File: src/rtl/cpu_pkg.sv
// Shared constants for the SAP-style CPU: opcodes, control-word
// bit positions, idle word and T-state encodings.
package cpu_pkg;

  typedef logic [14:0] ctrl_word_t;

  localparam logic [3:0] OP_NOP = 4'h0;
  localparam logic [3:0] OP_LDA = 4'h1;
  localparam logic [3:0] OP_ADD = 4'h2;
  localparam logic [3:0] OP_SUB = 4'h3;
  localparam logic [3:0] OP_STA = 4'h4;
  localparam logic [3:0] OP_LDI = 4'h5;
  localparam logic [3:0] OP_JMP = 4'h6;
  localparam logic [3:0] OP_JC  = 4'h7;
  localparam logic [3:0] OP_JZ  = 4'h8;
  localparam logic [3:0] OP_OUT = 4'hE;
  localparam logic [3:0] OP_HLT = 4'hF;

  localparam int CB_CP   = 14;
  localparam int CB_EP   = 13;
  localparam int CB_LP   = 12;
  localparam int CB_NLMA = 11;
  localparam int CB_NLMD = 10;
  localparam int CB_NCE  = 9;
  localparam int CB_NLR  = 8;
  localparam int CB_NLI  = 7;
  localparam int CB_NEI  = 6;
  localparam int CB_NLA  = 5;
  localparam int CB_EA   = 4;
  localparam int CB_SUB  = 3;
  localparam int CB_EU   = 2;
  localparam int CB_NLB  = 1;
  localparam int CB_NLO  = 0;

  // Active-low strobes sit high, everything else low.
  localparam ctrl_word_t IDLE_WORD = 15'h0FE3;

  localparam logic [2:0] T0 = 3'd0;
  localparam logic [2:0] T1 = 3'd1;
  localparam logic [2:0] T2 = 3'd2;
  localparam logic [2:0] T3 = 3'd3;
  localparam logic [2:0] T4 = 3'd4;
  localparam logic [2:0] T5 = 3'd5;

endpackage

File: src/rtl/t_state_counter.sv
// T-state counter: sync clear, hold when not enabled,
// wrap to T0 after the instruction's last step.
module t_state_counter
  import cpu_pkg::*;
(
  input  logic       clk,
  input  logic       rst_n,
  input  logic       clr,
  input  logic       en,
  input  logic       last,
  output logic [2:0] step
);

  logic [2:0] step_d;
  logic [2:0] step_q;

  always_comb begin
    step_d = step_q;
    if (!rst_n || clr)
      step_d = T0;
    else if (en)
      step_d = last ? T0 : step_q + 3'd1;
  end

  always_ff @(posedge clk)
    step_q <= step_d;

  assign step = step_q;

endmodule

File: src/rtl/control_sequencer.sv
// Microcode sequencer: steps T0..T5 and decodes opcode, step
// and ALU flags into the 15-bit datapath control word.
module control_sequencer
  import cpu_pkg::*;
(
  input  logic        clk,
  input  logic        rst_n,
  input  logic        step_en,
  input  logic [3:0]  opcode,
  input  logic        cf,
  input  logic        zf,
  output logic [14:0] out,
  output logic [2:0]  step,
  output logic        halted
);

  ctrl_word_t cw;
  logic       last;
  logic       halt_take;
  logic       halted_d;
  logic       halted_q;
  logic       run;

  assign run       = step_en && !halted_q;
  assign halt_take = run && (step == T3) && (opcode == OP_HLT);

  t_state_counter u_tsc (
    .clk   (clk),
    .rst_n (rst_n),
    .clr   (halt_take),
    .en    (run),
    .last  (last),
    .step  (step)
  );

  always_comb begin
    halted_d = halted_q;
    if (!rst_n)
      halted_d = 1'b0;
    else if (halt_take)
      halted_d = 1'b1;
  end

  always_ff @(posedge clk)
    halted_q <= halted_d;

  always_comb begin
    cw   = IDLE_WORD;
    last = 1'b0;
    case (step)
      T0: begin
        cw[CB_EP]   = 1'b1;
        cw[CB_NLMA] = 1'b0;
      end
      T1: cw[CB_CP] = 1'b1;
      T2: begin
        cw[CB_NCE] = 1'b0;
        cw[CB_NLI] = 1'b0;
      end
      T3: begin
        last = 1'b1;
        case (opcode)
          OP_LDA, OP_ADD, OP_SUB, OP_STA: begin
            cw[CB_NEI]  = 1'b0;
            cw[CB_NLMA] = 1'b0;
            last        = 1'b0;
          end
          OP_LDI: begin
            cw[CB_NEI] = 1'b0;
            cw[CB_NLA] = 1'b0;
          end
          OP_JMP: begin
            cw[CB_NEI] = 1'b0;
            cw[CB_LP]  = 1'b1;
          end
          OP_JC: if (cf) begin
            cw[CB_NEI] = 1'b0;
            cw[CB_LP]  = 1'b1;
          end
          OP_JZ: if (zf) begin
            cw[CB_NEI] = 1'b0;
            cw[CB_LP]  = 1'b1;
          end
          OP_OUT: begin
            cw[CB_EA]  = 1'b1;
            cw[CB_NLO] = 1'b0;
          end
          default: ;
        endcase
      end
      T4: begin
        case (opcode)
          OP_LDA: begin
            cw[CB_NCE] = 1'b0;
            cw[CB_NLA] = 1'b0;
            last       = 1'b1;
          end
          OP_ADD, OP_SUB: begin
            cw[CB_NCE] = 1'b0;
            cw[CB_NLB] = 1'b0;
          end
          OP_STA: begin
            cw[CB_EA]   = 1'b1;
            cw[CB_NLMD] = 1'b0;
          end
          default: last = 1'b1;
        endcase
      end
      T5: begin
        last = 1'b1;
        case (opcode)
          OP_ADD, OP_SUB: begin
            cw[CB_EU]  = 1'b1;
            cw[CB_NLA] = 1'b0;
            cw[CB_SUB] = (opcode == OP_SUB);
          end
          OP_STA: cw[CB_NLR] = 1'b0;
          default: ;
        endcase
      end
      default: last = 1'b1;
    endcase
  end

  assign out    = (!rst_n || halted_q || !step_en) ? IDLE_WORD : cw;
  assign halted = halted_q;

endmodule

File: config.mk
export PLATFORM = sky130hd
export DESIGN_NAME = control_sequencer
export DESIGN_NICKNAME = d
export VERILOG_FILES = /design/src/rtl/cpu_pkg.sv /design/src/rtl/t_state_counter.sv /design/src/rtl/control_sequencer.sv
export SDC_FILE = /design/constraint.sdc
export NUM_CORES = 1
export LEC_CHECK = 0
export ABC_CLOCK_PERIOD_IN_PS = 2400
export BUFFER_PORTS_ARGS = -buffer_cell sky130_fd_sc_hd__buf_2
export CAP_MARGIN = 20
export CORE_AREA = 2 2 45 47
export DETAILED_ROUTE_END_ITERATION = 16
export DIE_AREA = 0 0 47 49
export PLACE_DENSITY = 0.6
export SLEW_MARGIN = 40
export SYNTH_ARGS = -nofsm -noshare
export SYNTH_HDL_FRONTEND = slang
export SYNTH_HIERARCHICAL = 1
export SYNTH_SLANG_ARGS = --single-unit
File: constraint.sdc
create_clock -name clk -period 2.4 [get_ports clk]
set_clock_uncertainty 0.1 [all_clocks]
set_input_delay 0.48 -clock clk [delete_from_list [all_inputs] [get_ports clk]]
set_output_delay 0.48 -clock clk [all_outputs]
set_load 0.005 [all_outputs]
==> key figures <==
Run status
  – Status: finished, final reports clean

STA
  – Relative slew slack: 75.08%
  – Worst-margin pin slew: between 300 and 400 ps
  – Final Hold Vio Count: 0
  – RSZ-0062 raised after global routing: false
  – Fin crit period: roughly 2200 ps
  – Final worst-path cycle share: about 93%
  – Setup_tns: 0 ps
  – Slew Limit Fails: 0
  – Final-report setup violation count: 0
  – Hold WS: around 420 ps
  – F_max: roughly 450 MHz

Global routing
  – Vias in the first global route: a little over 600
  – Antenna violations before repair: 0
  – Met3 Use GR: 2.222%
  – First-pass GRT wire length: between 2000 and 3000 um
  – Gr usage total: 15.43%
  – Busiest grt layer: met2
  – GR Util met2: 26.03%
  – Largest net degree at the start of global routing: 15
  – Met1 GRT Util: approximately a fifth
  – Remaining Overflow, GRT: 0

Power
  – Power per cell area: between 300 and 400 nW/um2
  – VDD IR max: 0.0002094 V
  – Seq pwr share: 34.5%
  – Clock network power share: 36.6%
  – Comb pwr share: between 20 and 30%
  – Switch Pwr: 75.31 uW
  – Internal power: about 150 uW
  – Sw Share: between 30% and 40%
  – Leakage: approximately 0.00031 uW

Detailed routing
  – Via-per-instance ratio: approximately 5.5
  – Initial drt markers: 17
  – Drc violations: 0
  – Antenna-violating nets left: 0
  – Total Wirelength: 1725 um
  – DR vias: 727
  – Drt wl/cell: between 10 and 15 um
  – First drt pass iteration count: 4

Clock network
  – TritonCTS clock tree: yes
  – Num CTS Buffers: 3
  – # clock sinks: 4
  – H-tree depth: 1
  – Clock latency on the worst-skew pair: between 200 and 250 ps
  – Root buffer cell: clkbuf_4
  – Clk slew on worst S/H paths: 40 ps
  – Maximum clock path buffer count: 2

Placed design
  – PortBufs: 27
  – Routability congestion estimate: ~0.7
  – Placed Area: approximately 740 um2
  – HPWL Detailed: 1301 um

Run
  – Total of max-cap violations: 0

Worst setup path
  – Critical path type: reg -> out
  – Crit path required time: about 1800 ps
  – R2R cell count: 4
  – Worst Path Arrival: 1650 ps
  – Slowest stage cell, crit path: dfxtp_1
  – Crit-path cells: nand4b_1 > nor4b_1 > o221ai_1 > buf_2
  – Endpoint class of the critical path: primary output
  – Startpoint Class: register
  – Worst Path Max Fanout: 13
  – Slowest Stage Delay on Critical Path: between 400 and 500 ps

Floorplanning
  – Die X-Extent: ~47 um
  – Starting density of the core: around 33%
  – Rows: 16
  – Top Ports: 28
  – Die height: between 40 and 50 um
  – Die Footprint: about 2300 um2
  – Core outline area: between 1500 and 2000 um2

Yosys
  – Area leader, netlist: dfxtp_1
  – Number of synthesized flops with an enable pin: 0
  – Top-area cell type share of the netlist area: 13.14%
  – Yosys warns: 6
  – Synth Cell Area: ~610 um2
  – Register area share after synthesis: around an eighth
  – Fraction of registers with async set or reset after synthesis: 0%
  – Synth Instances: 80
  – Syn_area_per_cell: 7.617 um2
  – Synth area leaders: dfxtp_1, nand2b_1, buf_6
  – Seq cells post-synth: 4
  – Syn_nets: 90
  – Top FF cell, synth: dfxtp_1
  – Post-synthesis cell type count: 41

Final layout
  – Most common cell after layout, fill and taps aside: buf_2
  – Most frequent cells in the layout: buf_2, nand2b_1, inv_1, nand2_1, o21ai_0
  – Antenna diode count: 0
  – Nets: between 100 and 150
  – FF/Latch Area: between 80 and 90 um2
  – Fillers: about 210
  – Finished Cell Area: approximately 760 um2
  – Area of the multi-input gates: 465.4 um2
  – Share of layout cells above drive strength 1: roughly 36%
  – Area grow syn2layout: 25.05%

Hold path
  – Hold Path Depth: 2
  – Hold Crit Class: in -> reg
-- worst paths after layout --
path | from | to | slack (ps)
max | u_tsc/step[2] | out[5] | 170
min reg2reg | halted | halted | 460
max reg2reg | u_tsc/step[2] | u_tsc/step[0] | 720
min | rst_n | halted | 420
-- through the flow --
step | total power [uW] | cells | setup slack (ps) | util (%)
5_1_grt | 246.9 | 132 | 56.67 | 41.37
3_5_place_dp | 145.4 | 129 | 196.2 | 40.01
6_report | 229.9 | 132 | 173.1 | 41.37
3_3_place_gp | 144.3 | 129 | 251.4 | 40.01
4_1_cts | 231.7 | 132 | 98.96 | 41.24
2_1_floorplan | 124.4 | 80 | 503.6 | -
-- power groups by stage --
stage               sequential [uW]  combinational, uW  clock, uW
global route                   80.0               74.2       92.7
global placement               79.6               64.7          0
finish                         79.3               66.4       84.2
floorplan                      73.8               50.6          0
detailed placement             79.4               66.0          0
CTS                            78.5               66.3       86.9
-- area by class of cell --
class	instances	share of cell area, %
sequential	4	10.84
tap	27	4.433
inverter	4	1.970
timing repair buffer	28	18.72
multi-input combinational	66	61.08
clock buffer	3	2.956
-- metal layers --
metal / up-vias / wire [um]
li1: 355 / -
met1: 342 / 761
met2: 28 / 867
met3: 2 / 89
met4: 0 / 8
met5: - / 0
-- synth_stat cells, drive strengths merged, types with 2 or more instances --
cell,number
nand2b,6
nand2,5
o21ai,5
a21oi,4
buf,4
dfxtp,4
inv,4
nor4b,4
and2,3
nand3b,3
nor2,3
or3b,3
and3,2
and3b,2
clkbuf,2
nand3,2
nand4,2
nand4b,2
nor3,2
nor3b,2
o21a,2
or3,2
-- worst max-delay path: cells and delay by family, from the launching register on --
kind,cells,cell delay (ps)
and+or+nand+nor,2,660
DFF,1,410
AOI/OAI and AO/OA,1,190
buffers and inverters,1,160
-- state kept, by name, indices dropped and copies added, names as in the netlist --
signal	count
u_tsc/step	3
halted	1
-- logic make-up (layout without fill, tap and decap cells) --
kind of cell | Yosys count | count (layout) | share of synthesized area (%)
AND/OR/NAND/NOR | 48 | 48 | 55.85
AO/OA/AOI/OAI | 17 | 17 | 18.48
buffers and inverters | 10 | 35 | 10.47
flip-flops | 4 | 4 | 13.14
adder cells (fa/ha/maj) | 1 | 1 | 2.053
-- timing repair --
item | CTS | global route
hold buffers | 0 | 0
gates resized for setup | 0 | 2
buffers inserted | 0 | 0
setup endpoints to repair | 0 | 1
Note: power is estimated with default switching activity, not from simulation.
